### config.mk
export PLATFORM = sky130hd
export DESIGN_NAME = wavelet_frame_scanner
export DESIGN_NICKNAME = d
export VERILOG_FILES = /design/src/rtl/wavelet_frame_scanner.sv
export SDC_FILE = /design/constraint.sdc
export NUM_CORES = 1
export LEC_CHECK = 0
export CAP_MARGIN = 20
export CORE_MARGIN = 2
export CORE_UTILIZATION = 40
export CTS_BUF_LIST = sky130_fd_sc_hd__clkbuf_4
export DETAILED_ROUTE_END_ITERATION = 8
export HOLD_SLACK_MARGIN = 0.15
export PLACE_DENSITY_LB_ADDON = 0.08
export SYNTH_ARGS = -nofsm -noshare
export SYNTH_HDL_FRONTEND = slang
export SYNTH_SLANG_ARGS = --single-unit
### constraint.sdc
create_clock -name clk -period 4.1 [get_ports clk]
set_input_delay 0.615 -clock clk [delete_from_list [all_inputs] [get_ports clk]]
set_output_delay 0.615 -clock clk [all_outputs]
set_load 0.02 [all_outputs]
### src/rtl/wavelet_frame_scanner.sv
// wavelet_frame_scanner
// Reads the filter bank's multiplexed output. Each new-sample pulse starts a sweep of the
// channel select over all filters. The sweep captures one truncated wavelet value per channel.
// The captured values then go out as one frame on a valid/ready byte stream:
//   SYNC_BYTE, seq, buf[0..NUM_FILTERS-1], cksum, where cksum = seq ^ buf[0] ^ ... ^ buf[N-1].
//
// Handshake: o_tx_valid and o_tx_data come straight from registers and never depend
// combinationally on i_tx_ready. A byte is transferred at a posedge where valid and ready are
// both high. Until that edge the byte is held stable. The next byte appears in the following
// cycle, with no bubble.
//
// Ports
//   clk                      system clock
//   rst                      asynchronous reset, active low
//   i_sample_strobe          1-cycle pulse: a new sample entered the filters
//   i_wavelet                multiplexed filter output for the current select
//   o_select_output_channel  channel select to the output multiplexer
//   o_tx_data / o_tx_valid   frame byte stream towards the host link
//   i_tx_ready               sink ready
//   i_clear_overrun          clears o_overrun
//   o_busy                   high whenever the FSM is not IDLE
//   o_overrun                sticky: a strobe arrived while a frame was in progress
//   o_dbg_state              current FSM state encoding, for observation
module wavelet_frame_scanner #(
    parameter int           NUM_FILTERS    = 8,
    parameter int           SUM_TRUNCATION = 8,
    parameter int           SETTLE_CYCLES  = 2,
    parameter logic [7:0]   SYNC_BYTE      = 8'hA5
) (
    input  logic                      clk,
    input  logic                      rst,
    input  logic                      i_sample_strobe,
    input  logic [SUM_TRUNCATION-1:0] i_wavelet,
    output logic [7:0]                o_select_output_channel,
    output logic [7:0]                o_tx_data,
    output logic                      o_tx_valid,
    input  logic                      i_tx_ready,
    input  logic                      i_clear_overrun,
    output logic                      o_busy,
    output logic                      o_overrun,
    output logic [2:0]                o_dbg_state
);

    localparam int IW = (NUM_FILTERS > 1) ? $clog2(NUM_FILTERS) : 1;
    localparam int SW = (SETTLE_CYCLES > 1) ? $clog2(SETTLE_CYCLES) : 1;
    localparam logic [IW-1:0] LAST_IDX    = IW'(NUM_FILTERS - 1);
    localparam logic [7:0]    LAST_SEL    = 8'(NUM_FILTERS - 1);
    localparam logic [SW-1:0] LAST_SETTLE = SW'(SETTLE_CYCLES - 1);

    typedef enum logic [2:0] {
        IDLE       = 3'd0,
        SWEEP      = 3'd1,
        SEND_SYNC  = 3'd2,
        SEND_SEQ   = 3'd3,
        SEND_DATA  = 3'd4,
        SEND_CKSUM = 3'd5
    } state_t;

    state_t        state_q, state_d;
    logic [7:0]    sel_q, sel_d;
    logic [SW-1:0] settle_q, settle_d;
    logic [IW-1:0] idx_q, idx_d;
    logic [7:0]    seq_q, seq_d;
    logic [7:0]    cksum_q, cksum_d;
    logic [7:0]    data_q, data_d;
    logic          valid_q, valid_d;
    logic          ovr_q, ovr_d;
    logic [7:0]    buf_q [NUM_FILTERS];
    logic [7:0]    buf_d [NUM_FILTERS];

    logic [7:0]    wav_ext;
    logic [IW-1:0] idx_inc;
    logic          accept;
    logic          cksum_done;

    assign wav_ext    = 8'(i_wavelet);
    assign idx_inc    = idx_q + 1'b1;
    assign accept     = valid_q & i_tx_ready;
    assign cksum_done = (state_q == SEND_CKSUM) && accept;

    always_comb begin
        state_d  = state_q;
        sel_d    = sel_q;
        settle_d = settle_q;
        idx_d    = idx_q;
        seq_d    = seq_q;
        cksum_d  = cksum_q;
        data_d   = data_q;
        valid_d  = valid_q;
        ovr_d    = ovr_q;
        buf_d    = buf_q;

        case (state_q)
            IDLE: begin
                if (i_sample_strobe) begin
                    state_d  = SWEEP;
                    sel_d    = 8'd0;
                    settle_d = '0;
                    // The checksum starts from seq and accumulates during the sweep.
                    cksum_d  = seq_q;
                end
            end
            SWEEP: begin
                if (settle_q == LAST_SETTLE) begin
                    settle_d               = '0;
                    buf_d[sel_q[IW-1:0]]   = wav_ext;
                    cksum_d                = cksum_q ^ wav_ext;
                    if (sel_q == LAST_SEL) begin
                        sel_d   = 8'd0;
                        state_d = SEND_SYNC;
                        data_d  = SYNC_BYTE;
                        valid_d = 1'b1;
                    end else begin
                        sel_d = sel_q + 8'd1;
                    end
                end else begin
                    settle_d = settle_q + 1'b1;
                end
            end
            SEND_SYNC: begin
                if (accept) begin
                    data_d  = seq_q;
                    state_d = SEND_SEQ;
                end
            end
            SEND_SEQ: begin
                if (accept) begin
                    data_d  = buf_q[0];
                    idx_d   = '0;
                    state_d = SEND_DATA;
                end
            end
            SEND_DATA: begin
                if (accept) begin
                    if (idx_q == LAST_IDX) begin
                        data_d  = cksum_q;
                        state_d = SEND_CKSUM;
                    end else begin
                        idx_d  = idx_inc;
                        data_d = buf_q[idx_inc];
                    end
                end
            end
            SEND_CKSUM: begin
                if (accept) begin
                    valid_d = 1'b0;
                    seq_d   = seq_q + 8'd1;
                    // A strobe on the same edge as the final accept chains straight into a new sweep.
                    if (i_sample_strobe) begin
                        state_d  = SWEEP;
                        sel_d    = 8'd0;
                        settle_d = '0;
                        cksum_d  = seq_q + 8'd1;
                    end else begin
                        state_d = IDLE;
                    end
                end
            end
            default: begin
                state_d = IDLE;
                valid_d = 1'b0;
            end
        endcase

        // Setting the flag takes priority over clearing it.
        if (i_sample_strobe && (state_q != IDLE) && !cksum_done) begin
            ovr_d = 1'b1;
        end else if (i_clear_overrun) begin
            ovr_d = 1'b0;
        end
    end

    always_ff @(posedge clk or negedge rst) begin
        if (!rst) begin
            state_q  <= IDLE;
            sel_q    <= 8'd0;
            settle_q <= '0;
            idx_q    <= '0;
            seq_q    <= 8'd0;
            cksum_q  <= 8'd0;
            data_q   <= 8'd0;
            valid_q  <= 1'b0;
            ovr_q    <= 1'b0;
            for (int i = 0; i < NUM_FILTERS; i++) begin
                buf_q[i] <= 8'd0;
            end
        end else begin
            state_q  <= state_d;
            sel_q    <= sel_d;
            settle_q <= settle_d;
            idx_q    <= idx_d;
            seq_q    <= seq_d;
            cksum_q  <= cksum_d;
            data_q   <= data_d;
            valid_q  <= valid_d;
            ovr_q    <= ovr_d;
            for (int i = 0; i < NUM_FILTERS; i++) begin
                buf_q[i] <= buf_d[i];
            end
        end
    end

    assign o_select_output_channel = sel_q;
    assign o_tx_data               = data_q;
    assign o_tx_valid              = valid_q;
    assign o_busy                  = (state_q != IDLE);
    assign o_overrun               = ovr_q;
    assign o_dbg_state             = state_q;

endmodule

==> flow_summary.json, run 1 <==
{
  "ys_seq_elements": 105,
  "status": "finished, final reports clean",
  "synth_top_family_by_area": "multiplexers",
  "setup_tns_ns": 0,
  "crit_type": "flip-flop to primary output",
  "grt.overflow.total": 0,
  "final_layout_size_suffix_gt1_frac": 0.2495,
  "slowest_stage": "dfrtp_1",
  "syn_area_um2": 5484,
  "synth_simple_gate_area_frac": 0.1271,
  "powerDensity_nw_per_um2": 642.7,
  "worst-r2r-cell-count": 6,
  "synthAdderAreaFrac": 0.009126,
  "fp.dieW_um": 121.1,
  "final_common_cell": "dfrtp_1",
  "via_per_inst": 5.584,
  "finalWirelength_mm": 13.62,
  "postCtsSetupBuffers": 0,
  "synth-main-ff-cell": "dfrtp_1",
  "timing.fmax_mhz": 364.5,
  "core_area_um2": 13300,
  "crit_chain": "or3_1 -> clkdlybuf4s50_1",
  "grt_max_degree": 61,
  "io_buffers": 34,
  "required_ns": 3.48,
  "clk_path_buf_depth": 2,
  "drv_slew": 0,
  "reg2reg_slack_ns": 1.44,
  "fin_skew_ns": 0.02092,
  "synth_cell_types": 60,
  "fin_crit_sh": 0.6692,
  "ys_warn_count": 0,
  "ant_nets": 0,
  "hold_ws_ns": 0.1824,
  "synthesis.nets": 489,
  "cp-start-kind": "flip-flop",
  "tightest_slew_ns": 0.8600,
  "antenna_found_initial": 1,
  "synth-xor-area-share": 0.01757,
  "cts_made_buffers": 9,
  "final_nets": 505,
  "drt-initial-drc-count": 249,
  "fp.dieH_um": 121.1,
  "area_delta_synth_final_pct": 10.29,
  "cp_max_fo": 18,
  "wl_per_cell_um": 20.32,
  "synth_compound_area_frac": 0.1054,
  "grt_pass1_vias": 3723,
  "syn_inst": 472,
  "cts_root_buffer": "clkbuf_4",
  "slew_headroom": 0.4267,
  "muxShareOfSynthArea": 0.2213,
  "async_flop_share": 1.000,
  "cts.repair.resized": 0,
  "first_pass_iters": 4,
  "power.leakage_uw": 0.002524,
  "final-hold-violation-count": 0,
  "grt_pass1_wl_mm": 21.99,
  "grt_use_total": 0.2009,
  "clk_latency_ns": 0.50,
  "rsz0062_at_grt": "no",
  "holdBufCountCts": 0,
  "timing.final.crit_period_ns": 2.744,
  "dieArea_um2": 14660,
  "pin_count": 35,
  "place_congestion": 0.8109,
  "dp_hpwl_mm": 9.439,
  "cts_tree": "yes",
  "num_vias": 3741,
  "cts_max_level": 3,
  "clock_sinks": 105,
  "setup_viol": 0,
  "cp_slowest_stage_delay_ns": 0.63,
  "cap_violations": 0,
  "place_worst_setup_slack_ns": 1.317,
  "ir_worst_vdd_v": 0.0002569,
  "start_util": 0.4125,
  "cp.arrival_ns": 2.13,
  "syn-mean-instance-area_um2": 11.62,
  "worstReg2RegStart": "o_dbg_state[1]",
  "drc_errors": 0,
  "synth_edf_count": 0,
  "end_kind": "primary output",
  "hold_class": "primary input to asynchronous set/reset pin",
  "seq_area_frac_synth": 0.4791,
  "fp-row-count": 42,
  "setup_ws_ns": 1.356,
  "cts.reportedPaths.clkPinSlew_ns": 0.17,
  "reg2reg_to": "buf_q[37]",
  "layout_common_cells": "105 x dfrtp_1, 66 x mux2_2, 38 x nand2_1"
}
==> metal layers <==
layer,vias up,part of all wire,GRT usage
li1,1754,-,-
met1,1907,0.48,0.2852
met2,67,0.47,0.3083
met3,13,0.036,0.04605
met4,0,0.015,0.05814
met5,-,0,0
==> where the power goes <==
part | leakage [uW] | switching (uW) | internal [uW]
combinational | 0.00115 | 821 | 858
sequential | 0.00131 | 278 | 1400
clock | 0.0000714 | 384 | 146
total | 0.00252 | 1480 | 2400
==> synth_stat cells (5+ instances only) <==
cell type / n / area share
clkbuf_1: 13 / 0.0089
buf_1: 8 / 0.0055
inv_1: 6 / 0.0041
buf_4: 6 / 0.0082
xor2_1: 6 / 0.0096
o22ai_1: 6 / 0.0068
buf_2: 5 / 0.0046
a21oi_1: 20 / 0.018
nand2_1: 38 / 0.026
xnor2_1: 5 / 0.0080
o21ai_0: 22 / 0.020
nor2b_1: 6 / 0.0068
nor2_1: 35 / 0.024
a211o_1: 5 / 0.0080
dfrtp_1: 105 / 0.48
mux2_2: 66 / 0.14
mux2i_1: 11 / 0.020
mux4_2: 16 / 0.066
and3_1: 8 / 0.0091
nand3_1: 12 / 0.011
==> sequential cells by signal, indices dropped and copies added (netlist names) <==
register	cells
o_tx_data	8
cksum_q	8
o_select_output_channel	8
o_overrun	1
settle_q	1
o_dbg_state	3
idx_q	3
seq_q	8
o_tx_valid	1
buf_q	64
==> final cells by class <==
| cell class | instances | area, um^2 |
|---|---|---|
| fillers | 1264 | 7247 |
| repair buffers | 42 | 405.4 |
| well taps | 176 | 220.2 |
| inverters | 6 | 22.52 |
| clock buffers | 10 | 75.07 |
| diodes | 1 | 2.502 |
| flip-flops and latches | 105 | 2628 |
| clock inverters | 6 | 56.30 |
| multi-input cells | 324 | 2639 |
==> stage by stage <==
step | util | power, uW | std cells | instance area [um^2]
floorplan | - | 2873 | 472 | 5484
global placement | 0.4437 | 3336 | 652 | 5899
detailed placement | 0.4437 | 3371 | 652 | 5899
CTS | 0.4536 | 3905 | 668 | 6031
global route | 0.4549 | 4167 | 670 | 6048
finish | 0.4549 | 3888 | 670 | 6048
==> cell families after synthesis <==
group,after synthesis
compound gates,87
xor+xnor,11
mux,93
fa+ha+maj,4
simple gates,129
flops,105
buf+inv,43
==> worst max-delay path: cells and delay by family, from the launching register on <==
family / cells / cell delay, ns
buffers and inverters: 1 / 0.55
DFF: 1 / 0.63
and+or+nand+nor: 1 / 0.47
==> worst max-delay path by stage <==
stage / slack [ns] / to / from
5_1_grt: 1.25 / o_busy / o_dbg_state[1]
2_1_floorplan: 2.12 / o_busy / o_dbg_state[0]
3_5_place_dp: 1.32 / cksum_q[6] / i_sample_strobe
3_3_place_gp: 1.33 / cksum_q[6] / i_sample_strobe
4_1_cts: 1.32 / o_busy / o_dbg_state[1]
6_report: 1.36 / o_busy / o_dbg_state[1]
(Power assumes the default switching activity.)
==> run 2, diff against run 1 <==
clock period = 2.8 ns   (was 4.1 ns; I/O delays follow)
==> run 2 against run 1 <==
Routed wire length grew 0.28%. Worst setup slack got worse by 1.1 ns. Non-clock buffer count is 12 higher. Highest routed layer unchanged.
==> flow_summary.json, run 2 (synthesis results as in run 1) <==
{
  "ir_worst_vdd_v": 0.0003861,
  "fp.dieH_um": 121.1,
  "diodes": 0,
  "place_worst_setup_slack_ns": 0.2733,
  "cts_made_buffers": 9,
  "cp-start-kind": "flip-flop",
  "reg2reg_slack_ns": 0.52,
  "finalWirelength_mm": 13.65,
  "status": "finished, final reports clean",
  "ant_nets": 0,
  "fin_skew_ns": 0.01249,
  "clk_latency_ns": 0.49,
  "io_buffers": 34,
  "rsz0062_at_grt": "no",
  "cts_max_level": 3,
  "slew_headroom": 0.3767,
  "first_pass_iters": 5,
  "final_nets": 517,
  "drc_errors": 0,
  "area_delta_synth_final_pct": 12.23,
  "grt_pass1_vias": 3768,
  "setup_ws_ns": 0.2496,
  "dp_hpwl_mm": 9.572,
  "end_kind": "primary output",
  "dieArea_um2": 14660,
  "postCtsSetupBuffers": 0,
  "setup_viol": 0,
  "tightest_slew_ns": 0.9349,
  "p_sw_uw": 2176,
  "via_per_inst": 5.574,
  "cts_root_buffer": "clkbuf_4",
  "p_sw_frac": 0.3748,
  "drv_slew": 0,
  "grt.overflow.total": 0,
  "timing.final.crit_period_ns": 2.550,
  "layout_common_cells": "105 x dfrtp_1, 66 x mux2_2, 38 x nand2_1",
  "required_ns": 2.38,
  "final-hold-violation-count": 0,
  "clk_path_buf_depth": 2,
  "cap_violations": 0,
  "place_congestion": 0.7905,
  "grt_pass1_wl_mm": 21.95,
  "fp.dieW_um": 121.1,
  "p_int_uw": 3630,
  "cts.reportedPaths.clkPinSlew_ns": 0.16,
  "fp-row-count": 42,
  "final_layout_size_suffix_gt1_frac": 0.2634,
  "drt-initial-drc-count": 178,
  "pin_count": 35,
  "num_vias": 3796,
  "timing.fmax_mhz": 392.1,
  "largest-register": "buf_q",
  "comb_power_share": 0.441,
  "start_util": 0.4125,
  "largest_reg_flops": 64,
  "hold_class": "primary input to asynchronous set/reset pin",
  "wl_per_cell_um": 20.05,
  "powerDensity_nw_per_um2": 943.2,
  "fin_crit_sh": 0.9108,
  "cts_tree": "yes",
  "antenna_found_initial": 0,
  "core_area_um2": 13300,
  "crit_type": "flip-flop to primary output",
  "p_clk_frac": 0.143,
  "grt_use_total": 0.2012,
  "dpl_cell_area_um2": 6002,
  "final_area_um2": 6155,
  "power.leakage_uw": 0.002584,
  "grt_max_degree": 47,
  "clock_sinks": 105,
  "cp_max_fo": 16,
  "setup_tns_ns": 0,
  "sequentialPowerShare": 0.416,
  "final_common_cell": "dfrtp_1",
  "cp.arrival_ns": 2.13
}
==> run 2: power by group through the flow <==
stage | Clock [uW] | Combinational (uW) | Sequential [uW]
4_1_cts | 861 | 2590 | 2420
3_5_place_dp | 0 | 2590 | 2450
5_1_grt | 929 | 2800 | 2490
6_report | 831 | 2560 | 2420
2_1_floorplan | 0 | 1800 | 2400
3_3_place_gp | 0 | 2540 | 2430
==> run 2: layout make-up <==
type	instances	area, um^2
Inverter	6	22.52
Sequential cell	105	2628
Clock inverter	7	75.07
Tap cell	176	220.2
Multi-Input combinational cell	324	2639
Clock buffer	9	67.56
Fill cell	1241	7141
Timing Repair Buffer	54	503.0
==> run 2: per-layer routing <==
| layer | wire, um | share of wire | track usage | vias up |
|---|---|---|---|---|
| li1 | - | - | - | 1774 |
| met1 | 6429 | 0.47 | 0.2887 | 1931 |
| met2 | 6449 | 0.47 | 0.3090 | 76 |
| met3 | 551 | 0.040 | 0.03430 | 15 |
| met4 | 223 | 0.016 | 0.06831 | 0 |
| met5 | 0 | 0 | 0 | - |
==> run 2: path summary, 6_finish.rpt <==
check                           startpoint                         end  depth (start not counted)
min in group clk           i_clear_overrun                   o_overrun                          2
hold reg to reg                   buf_q[7]                    buf_q[7]                          1
max in group asynchronous              rst                   buf_q[26]                          3
hold / removal                         rst  o_select_output_channel[7]                          2
setup reg to reg            o_dbg_state[2]                    idx_q[2]                          5
setup / recovery            o_dbg_state[1]                      o_busy                          3
==> run 2: timing repair <==
item / 4_1_cts / 5_1_grt
hold endpoints to repair: 38 / 0
resized for setup: 0 / 0
hold buffers: 1 / 0
endpoints found under the setup margin: 0 / 0
==> run 2: metrics by stage <==
step / std cells / utilization / total power (uW) / hold WS, ns
3_3_place_gp: 664 / 0.4514 / 4970 / 0.4557
5_1_grt: 681 / 0.4629 / 6217 / 0.4551
4_1_cts: 681 / 0.4629 / 5872 / 0.4516
6_report: 681 / 0.4629 / 5805 / 0.4484
3_5_place_dp: 664 / 0.4514 / 5038 / 0.4565
2_1_floorplan: 472 / - / 4207 / 0.1244
==> run 2: critical path, stage by stage, from the launching register on <==
cell and delay, ns:
dfrtp_1 0.48, buf_4 0.22, or3_1 0.39, clkdlybuf4s50_1 0.55
==> run 3, diff against run 2 <==
ABC_CLOCK_PERIOD_IN_PS = 2800   (was unset)
GPL_ROUTABILITY_DRIVEN = 0   (was unset)
REMOVE_ABC_BUFFERS = 1   (was unset)
==> run 3 against run 2 <==
Clock power shrank 3.2%. Flip-flop and latch count is the same. Register-to-register slack lost 0.09 ns. Via count shrank 1.6%. Clock skew is essentially flat. Count of clock-buffer cells in the layout is the same. Final cell count shrank 0.15%. Die area is the same. Combinational power shrank 4%. Largest cell class unchanged.
==> flow_summary.json, run 3 (synthesis results as in run 1) <==
{
  "io_buffers": 34,
  "cts_made_buffers": 9,
  "end_kind": "primary output",
  "fp.dieH_um": 121.1,
  "first_pass_iters": 4,
  "cp-start-kind": "flip-flop",
  "final-hold-violation-count": 0,
  "fp.dieW_um": 121.1,
  "crit_chain": "buf_4 -> or3_1 -> clkdlybuf4s50_1",
  "drt-initial-drc-count": 220,
  "start_util": 0.4125,
  "cp-startpoint": "o_dbg_state[1]",
  "dieArea_um2": 14660,
  "num_vias": 3734,
  "drc_errors": 0,
  "cp_max_fo": 15,
  "grt.overflow.total": 0,
  "final_core_util": 0.4617,
  "final_nets": 517,
  "p_int_uw": 3608,
  "p_sw_uw": 2060,
  "core_area_um2": 13300,
  "clk_latency_ns": 0.48,
  "p_sw_frac": 0.3635,
  "setup_tns_ns": 0,
  "finalWirelength_mm": 12.57,
  "crit_type": "flip-flop to primary output",
  "cap_violations": 0,
  "via_per_inst": 5.491,
  "cts_root_buffer": "clkbuf_4",
  "layout_common_cells": "105 x dfrtp_1, 66 x mux2_2, 38 x nand2_1",
  "power.leakage_uw": 0.002581,
  "setup_viol": 0,
  "comb_power_share": 0.434,
  "drv_slew": 0,
  "placed_cells": 663,
  "cts.reportedPaths.clkPinSlew_ns": 0.17,
  "area_delta_synth_final_pct": 11.93,
  "rsz0062_at_grt": "no",
  "total_power_uw": 5669,
  "largest_reg_flops": 64,
  "fp-row-count": 42,
  "worst-r2r-cell-count": 7,
  "dp_hpwl_mm": 9.110,
  "grt_pass1_wl_mm": 20.73,
  "grt_pass1_vias": 3750,
  "crit_end": "o_busy",
  "slew_headroom": 0.5671,
  "grt_max_degree": 40,
  "required_ns": 2.38,
  "ant_nets": 0,
  "timing.final.crit_period_ns": 2.515,
  "cts_max_level": 3,
  "worstReg2RegStart": "o_select_output_channel[0]",
  "tightest_slew_ns": 0.6493,
  "final_area_um2": 6138,
  "dpl_cell_area_um2": 5982,
  "cp.arrival_ns": 2.10,
  "p_clk_frac": 0.142,
  "hold_class": "primary input to asynchronous set/reset pin",
  "timing.fmax_mhz": 397.6,
  "reg2reg_slack_ns": 0.43,
  "clk_path_buf_depth": 2,
  "powerDensity_nw_per_um2": 923.5,
  "final_layout_size_suffix_gt1_frac": 0.2619,
  "fin_cells": 680,
  "postCtsSetupBuffers": 0,
  "diodes": 0,
  "sequentialPowerShare": 0.424,
  "grt_use_total": 0.1839,
  "pin_count": 35,
  "final_common_cell": "dfrtp_1",
  "reg2reg_to": "o_tx_data[1]",
  "ir_worst_vdd_v": 0.0003638,
  "status": "finished, final reports clean",
  "largest-register": "buf_q",
  "fin_skew_ns": 0.01213,
  "wl_per_cell_um": 18.48,
  "antenna_found_initial": 0,
  "fillCellCount": 1235,
  "cts_tree": "yes",
  "cp_slowest_stage_delay_ns": 0.54,
  "clock_sinks": 105,
  "slowest_stage": "clkdlybuf4s50_1",
  "fin_crit_sh": 0.8983
}
run 3: changes by cell type in the layout (fill, tap and decap cells not counted):
cell,previous run,this run
inv_6,3,1
buf_6,0,1
clkinvlp_4,2,1
buf_12,1,0
clkinv_4,0,2
run 3: how the worst min path moves through the flow:
stage,start,end,slack [ns]
2_1_floorplan,rst,buf_q[0],0.12
3_3_place_gp,rst,o_select_output_channel[3],0.44
3_5_place_dp,rst,o_select_output_channel[3],0.44
4_1_cts,rst,buf_q[59],0.43
5_1_grt,rst,buf_q[27],0.46
6_report,rst,o_select_output_channel[3],0.43
run 3: metal layers:
layer / global-route usage / vias to the layer above / routed length, um
met1: 0.2602 / 1879 / 6117
met3: 0.02679 / 17 / 379
met5: 0 / - / 0
met2: 0.2851 / 63 / 5820
met4: 0.07267 / 0 / 250
li1: - / 1775 / -
run 3: power by group through the flow:
stage	logic [uW]	clock network [uW]	registers, uW
floorplan	1590	0	2520
global placement	2440	0	2420
detailed placement	2470	0	2440
CTS	2480	840	2410
global route	2700	895	2480
finish	2460	804	2400
run 3: area by class of cell:
cell class	count	area (um^2)	share of cell area
well taps	176	220.2	0.03587
clock buffers	9	67.56	0.01101
clock inverters	6	67.56	0.01101
inverters	6	22.52	0.003669
repair buffers	54	494.2	0.08051
multi-input cells	324	2639	0.4299
flip-flops and latches	105	2628	0.4280
run 3: timing repair:
action,4_1_cts,5_1_grt
endpoints found under the hold margin,36,0
gates resized for setup,0,0
endpoints found under the setup margin,0,0
hold buffers,1,0
run 3: stage by stage:
| step | hold slack [ns] | setup WS (ns) |
|---|---|---|
| 2_1_floorplan | 0.1244 | 0.1345 |
| 3_3_place_gp | 0.4360 | 0.2716 |
| 3_5_place_dp | 0.4359 | 0.1984 |
| 4_1_cts | 0.4349 | 0.2387 |
| 5_1_grt | 0.4613 | 0.2065 |
| 6_report | 0.4291 | 0.2849 |
run 3: critical path, delay by kind of cell (launching register included):
family        cells  cell delay, ns
buf+inv           2            0.75
simple gates      1            0.39
flops             1            0.46
